File: src/rtl/dn_cmd_pkg.sv
// Shared constants and FSM state type for the FX2 downlink command parser.
package dn_cmd_pkg;

   localparam logic [15:0] SYNC0   = 16'h4F4C;
   localparam logic [15:0] SYNC1   = 16'h4450;
   localparam logic [15:0] TRAILER = 16'h00FF;
   localparam logic [7:0]  CMD_WR  = 8'h01;
   localparam logic [7:0]  CMD_RD  = 8'h02;

   typedef enum logic [2:0] {
      ST_HUNT,
      ST_SYNC1,
      ST_HDR,
      ST_DATA,
      ST_TRAIL
   } state_t;

endpackage

File: src/rtl/sat_cnt16.sv
// 16-bit event counter that sticks at 0xFFFF instead of wrapping.
module sat_cnt16 (
   input  logic        clk,
   input  logic        rst,
   input  logic        inc,
   output logic [15:0] cnt
);

   // count up on inc, hold once all ones
   always_ff @(posedge clk) begin
      if (rst) begin
         cnt <= '0;
      end else if (inc && (cnt != 16'hFFFF)) begin
         cnt <= cnt + 16'd1;
      end
   end

endmodule

File: src/rtl/dn_cmd_parser.sv
// Downlink command parser: decodes 8-word frames from the FX2 port into
// register writes and read requests, with framing recovery and idle timeout.
//
// state    | meaning
// ---------+-------------------------------------------------------------
// ST_HUNT  | searching for the first sync word 0x4F4C
// ST_SYNC1 | first sync seen, expecting 0x4450 (0x4F4C re-arms here)
// ST_HDR   | expecting {cmd, addr}
// ST_DATA  | collecting four data words, MS word first
// ST_TRAIL | expecting trailer 0x00FF; frame is judged on this word
module dn_cmd_parser
   import dn_cmd_pkg::*;
#(
   parameter int NREG    = 8,
   parameter int TIMEOUT = 1024
) (
   input  logic               clk,
   input  logic               rst,
   input  logic               dn_val,
   input  logic [15:0]        dn_dat,
   output logic               cfg_wr,
   output logic [7:0]         cfg_addr,
   output logic [63:0]        cfg_dat,
   output logic [NREG*64-1:0] reg_flat,
   output logic               rd_req,
   output logic [7:0]         rd_addr,
   output logic [15:0]        frm_ok_cnt,
   output logic [15:0]        frm_err_cnt
);

   // idle counter only has to reach TIMEOUT-1; the timeout fires on the
   // TIMEOUT-th consecutive idle cycle
   localparam int            IW      = (TIMEOUT > 1) ? $clog2(TIMEOUT) : 1;
   localparam logic [IW-1:0] TO_LAST = IW'(TIMEOUT - 1);
   localparam logic [8:0]    NREG9   = 9'(NREG);

   state_t        state;
   state_t        state_nxt;
   logic [1:0]    data_idx;
   logic [7:0]    cmd_q;
   logic [7:0]    addr_q;
   logic [63:0]   stage;
   logic [IW-1:0] idle_cnt;

   logic          frame_valid;
   logic          accept_ok;
   logic          accept_err;
   logic          timeout;
   logic          wr_commit;
   logic          rd_commit;

   assign frame_valid = (dn_dat == TRAILER)
                      && ((cmd_q == CMD_WR) || (cmd_q == CMD_RD))
                      && ({1'b0, addr_q} < NREG9);

   assign wr_commit = accept_ok && (cmd_q == CMD_WR);
   assign rd_commit = accept_ok && (cmd_q == CMD_RD);

   // state register
   always_ff @(posedge clk) begin
      if (rst) begin
         state <= ST_HUNT;
      end else begin
         state <= state_nxt;
      end
   end

   // next state and frame verdict; an accepted word always beats a timeout
   always_comb begin
      state_nxt  = state;
      accept_ok  = 1'b0;
      accept_err = 1'b0;
      timeout    = 1'b0;
      if (dn_val) begin
         case (state)
            ST_HUNT: begin
               if (dn_dat == SYNC0) state_nxt = ST_SYNC1;
            end
            ST_SYNC1: begin
               if (dn_dat == SYNC1)      state_nxt = ST_HDR;
               else if (dn_dat != SYNC0) state_nxt = ST_HUNT;
            end
            ST_HDR: begin
               state_nxt = ST_DATA;
            end
            ST_DATA: begin
               if (data_idx == 2'd3) state_nxt = ST_TRAIL;
            end
            ST_TRAIL: begin
               state_nxt = ST_HUNT;
               if (frame_valid) accept_ok  = 1'b1;
               else             accept_err = 1'b1;
            end
            default: begin
               state_nxt = ST_HUNT;
            end
         endcase
      end else if ((state != ST_HUNT) && (idle_cnt == TO_LAST)) begin
         state_nxt = ST_HUNT;
         timeout   = 1'b1;
      end
   end

   // idle counter; held at zero in HUNT where a timeout has no meaning
   always_ff @(posedge clk) begin
      if (rst) begin
         idle_cnt <= '0;
      end else if (dn_val || (state == ST_HUNT) || timeout) begin
         idle_cnt <= '0;
      end else begin
         idle_cnt <= idle_cnt + 1'b1;
      end
   end

   // header capture, data word index and 64-bit staging shift register
   always_ff @(posedge clk) begin
      if (rst) begin
         cmd_q    <= '0;
         addr_q   <= '0;
         data_idx <= '0;
         stage    <= '0;
      end else if (timeout) begin
         stage    <= '0;
      end else if (dn_val) begin
         if (state == ST_HDR) begin
            cmd_q    <= dn_dat[15:8];
            addr_q   <= dn_dat[7:0];
            data_idx <= '0;
         end
         if (state == ST_DATA) begin
            stage    <= {stage[47:0], dn_dat};
            data_idx <= data_idx + 2'd1;
         end
      end
   end

   // commit pulses and the address/data of the last commit
   always_ff @(posedge clk) begin
      if (rst) begin
         cfg_wr   <= 1'b0;
         rd_req   <= 1'b0;
         cfg_addr <= '0;
         cfg_dat  <= '0;
         rd_addr  <= '0;
      end else begin
         cfg_wr <= wr_commit;
         rd_req <= rd_commit;
         if (wr_commit) begin
            cfg_addr <= addr_q;
            cfg_dat  <= stage;
         end
         if (rd_commit) begin
            rd_addr <= addr_q;
         end
      end
   end

   for (genvar g = 0; g < NREG; g++) begin : g_reg
      logic [63:0] reg_q;

      // one config register; loads only on a committed write to its index
      always_ff @(posedge clk) begin
         if (rst) begin
            reg_q <= '0;
         end else if (wr_commit && (addr_q == 8'(g))) begin
            reg_q <= stage;
         end
      end

      assign reg_flat[64*g +: 64] = reg_q;
   end

   sat_cnt16 u_ok_cnt (
      .clk (clk),
      .rst (rst),
      .inc (accept_ok),
      .cnt (frm_ok_cnt)
   );

   sat_cnt16 u_err_cnt (
      .clk (clk),
      .rst (rst),
      .inc (accept_err | timeout),
      .cnt (frm_err_cnt)
   );

endmodule

File: config.mk
export PLATFORM = sky130hd
export DESIGN_NAME = dn_cmd_parser
export DESIGN_NICKNAME = d
export VERILOG_FILES = /design/src/rtl/dn_cmd_pkg.sv /design/src/rtl/sat_cnt16.sv /design/src/rtl/dn_cmd_parser.sv
export SDC_FILE = /design/constraint.sdc
export NUM_CORES = 1
export LEC_CHECK = 0
export CORE_AREA = 2 2 253 255
export CTS_CLUSTER_DIAMETER = 60
export DETAILED_ROUTE_END_ITERATION = 10
export DIE_AREA = 0 0 255 257
export PLACE_DENSITY_LB_ADDON = 0.1
export SYNTH_ARGS = -nofsm -noshare
export SYNTH_HDL_FRONTEND = slang
export SYNTH_HIERARCHICAL = 1
export SYNTH_SLANG_ARGS = --single-unit
File: constraint.sdc
create_clock -name clk -period 4.6 [get_ports clk]
set_clock_uncertainty 0.05 [all_clocks]
set_input_delay 1.38 -clock clk [delete_from_list [all_inputs] [get_ports clk]]
set_output_delay 1.38 -clock clk [all_outputs]
set_load 0.01 [all_outputs]
==> flow_metrics.tcl, run 1 <==
set metrics [dict create \
    die_h_um 257 \
    synth.top_cell.area_share_pct 55.5 \
    synth_largest_area_cell "dfxtp_1" \
    ys_seq_area_share_pct 55.5 \
    cp-end-kind "flop" \
    final_max_slew_viol_count 0 \
    wirelength_um 95700 \
    period_needed_ns 3.62 \
    peakVddDrop_mv 0.258 \
    crit_family "simple AND/OR/NAND/NOR gates" \
    final_util_pct 56.6 \
    yosys.area_share.xor_xnor_pct 0.404 \
    grt_overflow 0 \
    cts_resized 0 \
    antenna_found_initial 0 \
    synth_top_family_by_area "simple AND/OR/NAND/NOR gates" \
    drc_errors 0 \
    setup_violations 0 \
    die-area_mm2 0.0655 \
    critPathMaxFanout 11 \
    finalSetupTns_ns 0 \
    seq_area_mm2 0.0144 \
    hold_path.startpoint "g_reg[2].reg_q[10]$_SDFFE_PP0P_" \
    status "completed" \
    synth.avg_cell_area_um2 8.95 \
    synth_fa_ha_area_share_pct 0.192 \
    post_cts_buffers 0 \
    crit_buf_inv 1 \
    initial_utilization_pct 41.5 \
    via_per_inst 5.40 \
    crit_required_ns 5.04 \
    leakagePower_nw 11.4 \
    grt_pass1_vias 21514 \
    wire_per_inst_um 22.1 \
    hold_viol 0 \
    r2r_cells 8 \
    die_x_um 255 \
    drive_gt1_share_pct 5.19 \
    crit_start "dn_dat[1]" \
    holdPathStages 2 \
    clockBufferDepth 3 \
    cts-root-buf "clkbuf_16" \
    synth-compound-area-share_pct 14.0 \
    max-cap-violations 0 \
    p_per_area_mw_per_mm2 357 \
    num_rows 92 \
    finalWeightedCongestion 0.904 \
    worst_pin_slew_ns 0.814 \
    clock_sinks 721 \
    hp-class "flop to flop" \
    dp_hpwl_um 67500 \
    yosysUniqueCellTypes 52 \
    holdWs_ns 0.402 \
    syn_inst 2907 \
    critPathMaxStageDelay_ns 0.50 \
    cts_made_buffers 78 \
    rsz0062_at_grt "false" \
    antenna_cells 0 \
    htree_levels 3 \
    drtAntennaViolNets 0 \
    syn_to_final_growth_pct 36.5 \
    clock_latency_ns 0.60 \
    grt_pass1_wl_um 141000 \
    path_class "primary input to flop" \
    yosys-top-cells-area "dfxtp_1 (55%), nand3b_1 (11%), nand2_1 (8.2%), o21ai_0 (6.6%), a21oi_1 (5.8%)" \
    fin_crit_sh_pct 78.6 \
    firstDrtPassIters 6 \
    placed_area_mm2 0.0330 \
    cp_cell_sequence "clkdlybuf4s50_1 -> and4bb_2 -> nand4_1 -> nor3_1 -> o21bai_1 -> nand2_1 -> nor4bb_1 -> mux2_2" \
    hold_buffers 0 \
    drt_iter0_markers 2119 \
    cp_data_arrival_time_ns 4.06 \
    cp_num_cells 8 \
    synth_area_mm2 0.0260 \
    synth_warnings 6 \
    multi_input_area_mm2 0.0106 \
    grt_usage_pct 28.1 \
    synthSimpleGateAreaFrac_pct 25.7 \
    fmax_ghz 0.276 \
    port_buffers 644 \
    nFillCells 5611 \
    slew_headroom_pct 45.7 \
    r2r-start "idle_cnt[0]$_SDFF_PP0_" \
    core_mm2 0.0627 \
    slowest_stage "clkdlybuf4s50_1" \
    vias 23435 \
    grt_start_max_net_pins 137 \
    nNetsFinal 3461 \
    synth_fp_nets 2930 \
    cts_tree "yes" \
    ys_seq_elements 721 \
    synthMuxAreaShare_pct 0.361 \
    crit_path_start_kind "primary input" \
    ios 645 \
    clk_pin_slew_ns 0.06 \
    fin_area_mm2 0.0355 \
]
==> worst min-delay path, stage by stage (launching register included) <==
cell     delay [ns]
dfxtp_1        0.31
nand2_1        0.05
a21oi_1        0.05
==> cells in the mapped netlist, drive strengths merged <==
cell type  instances
and3               6
or3                6
o41ai              2
nand4bb            1
nand4             20
and2              13
ha                 4
nand2            570
and4b              2
xor2               3
o21bai             1
nor3b              1
and4               9
mux2               3
o31ai             12
or4               17
nand2b            68
mux2i              6
nor4b              5
clkbuf           162
or2                2
nor4bb             6
and4bb             1
nand3             19
o22a               1
nor4              14
a211oi             1
o311ai             2
o22ai              1
nor2b              6
nand4b             2
nor3              12
xnor2              9
inv                7
o21ai            394
buf               75
nor2              36
dfxtp            721
o21a               2
nand3b           386
a21oi            299
==> per-layer routing <==
metal / part of all wire (%) / GRT usage, % / vias to the layer above
li1: - / - / 11032
met1: 43 / 37.2 / 11368
met2: 46 / 44.4 / 886
met3: 8.4 / 7.15 / 149
met4: 3.3 / 9.91 / 0
met5: 0 / 0 / -
==> power by group <==
part           switching (mW)  internal (mW)
registers         0.000000356           6.24
logic                   0.110         0.0860
clock network            2.49           3.75
total                    2.60           10.1
==> sequential cells by signal, indices dropped and copies added (netlist names) <==
signal and count:
data_idx 2, u_err_cnt/cnt 16, g.reg_q 512, cfg_dat 64, cfg_wr 1, addr_q 8, stage 64, state 3
idle_cnt 10, cfg_addr 8, u_ok_cnt/cnt 16, cmd_q 8, rd_addr 8, rd_req 1
==> logic make-up (layout without fill, tap and decap cells) <==
logic type	Yosys count	after routing
simple gates	1202	1202
flops	721	721
compound gates	715	715
buf+inv	244	827
xor+xnor	12	12
mux	9	9
fa+ha+maj	4	4
==> cell type report <==
type	count	area share, %
multi-input cells	1942	29.8
clock buffers	118	6.55
well taps	846	2.98
repair buffers	688	19.3
clock inverters	14	0.592
inverters	7	0.0740
flip-flops and latches	721	40.6
==> stage by stage <==
stage	power (mW)	setup WS, ns	instances
floorplan	6.52	1.07	2907
global placement	6.57	0.491	4204
detailed placement	6.58	0.390	4204
CTS	12.8	1.03	4336
global route	13.1	0.826	4336
finish	12.7	0.983	4336
==> final timing paths <==
kind	endpoint	slack [ns]
setup / recovery	u_err_cnt/cnt[11]$_SDFFE_PP0P_	0.98
hold / removal	g_reg[2].reg_q[10]$_SDFFE_PP0P_	0.40
setup reg to reg	u_err_cnt/cnt[11]$_SDFFE_PP0P_	1.30
hold reg to reg	g_reg[2].reg_q[10]$_SDFFE_PP0P_	0.40
==> cell usage in the layout, fill, tap and decap left out, types with 3 or more instances in the layout <==
cell type and n:
buf_12 7, o21ai_1 49, bufinv_16 5, xor2_1 3, or3_1 6, clkbuf_8 16, clkbuf_16 81, nand3b_1 386
inv_1 7, nor3_1 12, ha_1 4, and4_1 7, nand4_1 18, and2_1 12, o31ai_1 12, nor2_1 36
o21ai_0 345, nor4_4 3, clkinv_2 6, nor4bb_1 6, or4_1 15, clkbuf_1 21, and3_1 5, mux2_2 3
nor2b_1 6, nand3_1 18, xnor2_1 9, a21oi_1 299, dfxtp_1 721, mux2i_1 6, nor4_1 10, nor4b_2 3
nand2b_1 68, buf_4 37, clkdlybuf4s50_1 643, nand2_1 568
No activity file was read; power rests on OpenSTA's default activity.
==> run 2, diff against run 1 <==
--- a/config.mk
+++ b/config.mk
@@ -5,10 +5,10 @@
 export SDC_FILE = /design/constraint.sdc
 export NUM_CORES = 1
 export LEC_CHECK = 0
-export CORE_AREA = 2 2 253 255
+export CORE_AREA = 2 2 248 250
 export CTS_CLUSTER_DIAMETER = 60
 export DETAILED_ROUTE_END_ITERATION = 10
-export DIE_AREA = 0 0 255 257
+export DIE_AREA = 0 0 250 252
 export PLACE_DENSITY_LB_ADDON = 0.1
 export SYNTH_ARGS = -nofsm -noshare
 export SYNTH_HDL_FRONTEND = slang
==> constraint.sdc (replaced) <==
create_clock -name clk -period 3.5 [get_ports clk]
set_clock_uncertainty 0.05 [all_clocks]
set_input_delay 1.05 -clock clk [delete_from_list [all_inputs] [get_ports clk]]
set_output_delay 1.05 -clock clk [all_outputs]
set_load 0.01 [all_outputs]
==> run 2 against run 1 <==
Global-route usage rose by 0.51 points; clock power rose by 28%; cell count fell by 0.65%; clock-buffer cell count fell by 6; highest routed layer unchanged.
==> flow_metrics.tcl, run 2 (synthesis results as in run 1) <==
set metrics [dict create \
    nNetsFinal 3496 \
    status "completed" \
    antenna_cells 0 \
    critPathMaxStageDelay_ns 0.44 \
    grt_usage_pct 28.6 \
    reg_top3 "g.reg_q (512), cfg_dat (64), stage (64)" \
    cts_tree "yes" \
    clock_sinks 721 \
    slew_headroom_pct 46.6 \
    die_x_um 250 \
    r2r_slack_ns 0.68 \
    slowest_stage "clkdlybuf4s50_1" \
    clockBufferDepth 3 \
    regMostFlops "g.reg_q" \
    port_buffers 644 \
    num_rows 90 \
    cp_cell_sequence "clkdlybuf4s50_1 -> nor4b_2 -> and4b_1 -> nand3_1 -> nor2_1 -> buf_4 -> nand2_1 -> nor4bb_1 -> mux2_2" \
    vias 23533 \
    top_signal_layer_used "met4" \
    largest_reg_flops 512 \
    finalSetupTns_ns 0 \
    via_per_inst 5.46 \
    dp_hpwl_um 66500 \
    clock_latency_ns 0.60 \
    reg2reg_to "u_err_cnt/cnt[12]$_SDFFE_PP0P_" \
    hold_buffers 0 \
    fin_crit_sh_pct 87.5 \
    max-cap-violations 0 \
    firstDrtPassIters 5 \
    ios 645 \
    grt_start_max_net_pins 129 \
    critPathMaxFanout 9 \
    min_to "idle_cnt[0]$_SDFF_PP0_" \
    grt_overflow 0 \
    seq_area_mm2 0.0144 \
    peakVddDrop_mv 0.319 \
    drc_errors 0 \
    syn_to_final_growth_pct 37.4 \
    drive_gt1_share_pct 6.13 \
    final_max_slew_viol_count 0 \
    initial_utilization_pct 43.3 \
    wl_met2_um 43100 \
    p_per_area_mw_per_mm2 461 \
    wirelength_um 94200 \
    hold_viol 0 \
    post_cts_buffers 0 \
    die-area_mm2 0.0630 \
    htree_levels 3 \
    nFillCells 5176 \
    hp-class "flop to flop" \
    drtAntennaViolNets 0 \
    setup_violations 0 \
    die_h_um 252 \
    cts_resized 0 \
    design_power_total_mw 16.5 \
    finalWeightedCongestion 0.903 \
    multi_input_area_mm2 0.0106 \
    fmax_ghz 0.326 \
    dp_slack_ns -0.143 \
    placed_area_mm2 0.0333 \
    cp-end-kind "flop" \
    leakagePower_nw 11.6 \
    wire_per_inst_um 21.9 \
    period_needed_ns 3.06 \
    cp_data_arrival_time_ns 3.50 \
    crit_required_ns 3.94 \
    wl_met1_um 40700 \
    layout_commonest_cell "dfxtp_1" \
    r2r-start "idle_cnt[0]$_SDFF_PP0_" \
    final_cell_mix "dfxtp_1 (721), clkdlybuf4s50_1 (643), nand2_1 (568)" \
    drt_iter0_markers 1712 \
    path_class "primary input to flop" \
    holdPathStages 1 \
    wl_met3_um 7360 \
    grt_pass1_wl_um 139000 \
    core_mm2 0.0601 \
    crit_path_start_kind "primary input" \
    cts-root-buf "clkbuf_16" \
    cts_made_buffers 76 \
    grt_pass1_vias 21737 \
    worst_pin_slew_ns 0.795 \
    clk_pin_slew_ns 0.06 \
    r2r_cells 11 \
    rsz0062_at_grt "false" \
    hold_path.startpoint "idle_cnt[0]$_SDFF_PP0_" \
    timing.final.ws_setup_ns 0.436 \
    antenna_found_initial 0 \
    fin_area_mm2 0.0357 \
    holdWs_ns 0.398 \
]
==> run 2: layout make-up <==
type / instances / area share [%]
clock buffers: 112 / 6.12
multi-input cells: 1942 / 29.6
repair buffers: 725 / 20.3
flip-flops and latches: 721 / 40.4
inverters: 7 / 0.0735
well taps: 782 / 2.74
clock inverters: 19 / 0.718
==> run 2: layer usage <==
metal	vias up	global-route usage [%]
li1	11099	-
met1	11413	37.9
met2	877	45.6
met3	144	6.88
met4	0	10.3
met5	-	0
==> run 2: how the worst max path moves through the flow <==
stage / endpoint / cells past startpoint / startpoint / slack (ns)
floorplan: u_ok_cnt/cnt[7]$_SDFFE_PP0P_ / 9 / dn_dat[10] / 0.30
global placement: u_ok_cnt/cnt[11]$_SDFFE_PP0P_ / 9 / dn_dat[8] / -0.03
detailed placement: u_ok_cnt/cnt[5]$_SDFFE_PP0P_ / 10 / dn_dat[8] / -0.14
CTS: u_ok_cnt/cnt[5]$_SDFFE_PP0P_ / 10 / dn_dat[8] / 0.51
global route: u_ok_cnt/cnt[11]$_SDFFE_PP0P_ / 9 / dn_dat[8] / 0.36
finish: u_ok_cnt/cnt[11]$_SDFFE_PP0P_ / 9 / dn_dat[8] / 0.44
==> run 2: worst max-delay path, delay by kind of cell <==
family	cells	cell delay (ns)
AND/OR/NAND/NOR	6	1.48
buffers and inverters	2	0.59
multiplexers	1	0.37
==> run 2: where the power goes <==
group	total (mW)	switching [mW]	internal, mW	leakage [nW]
combinational	0.287	0.150	0.137	4.61
sequential	8.21	0.000000435	8.21	5.80
clock	8.00	3.24	4.76	1.21
total	16.5	3.39	13.1	11.6
==> run 2: stage by stage <==
stage | instances | utilization, %
floorplan | 2907 | -
finish | 4308 | 59.4
detailed placement | 4177 | 55.4
global route | 4308 | 59.4
CTS | 4308 | 59.4
global placement | 4177 | 55.4
==> run 3, diff against run 2 <==
--- a/config.mk
+++ b/config.mk
@@ -10,6 +10,7 @@
 export DETAILED_ROUTE_END_ITERATION = 10
 export DIE_AREA = 0 0 250 252
 export PLACE_DENSITY_LB_ADDON = 0.1
+export SETUP_SLACK_MARGIN = 0.02
 export SYNTH_ARGS = -nofsm -noshare
 export SYNTH_HDL_FRONTEND = slang
 export SYNTH_HIERARCHICAL = 1
==> constraint.sdc (replaced) <==
create_clock -name clk -period 3.5 [get_ports clk]
set_clock_uncertainty 0.05 [all_clocks]
set_input_delay 1.05 -clock clk [delete_from_list [all_inputs] [get_ports clk]]
set_output_delay 1.05 -clock clk [all_outputs]
set_load 0.02 [all_outputs]
==> results of run 3 <==
Final layout, timing and power as in run 2 (identical DEF).
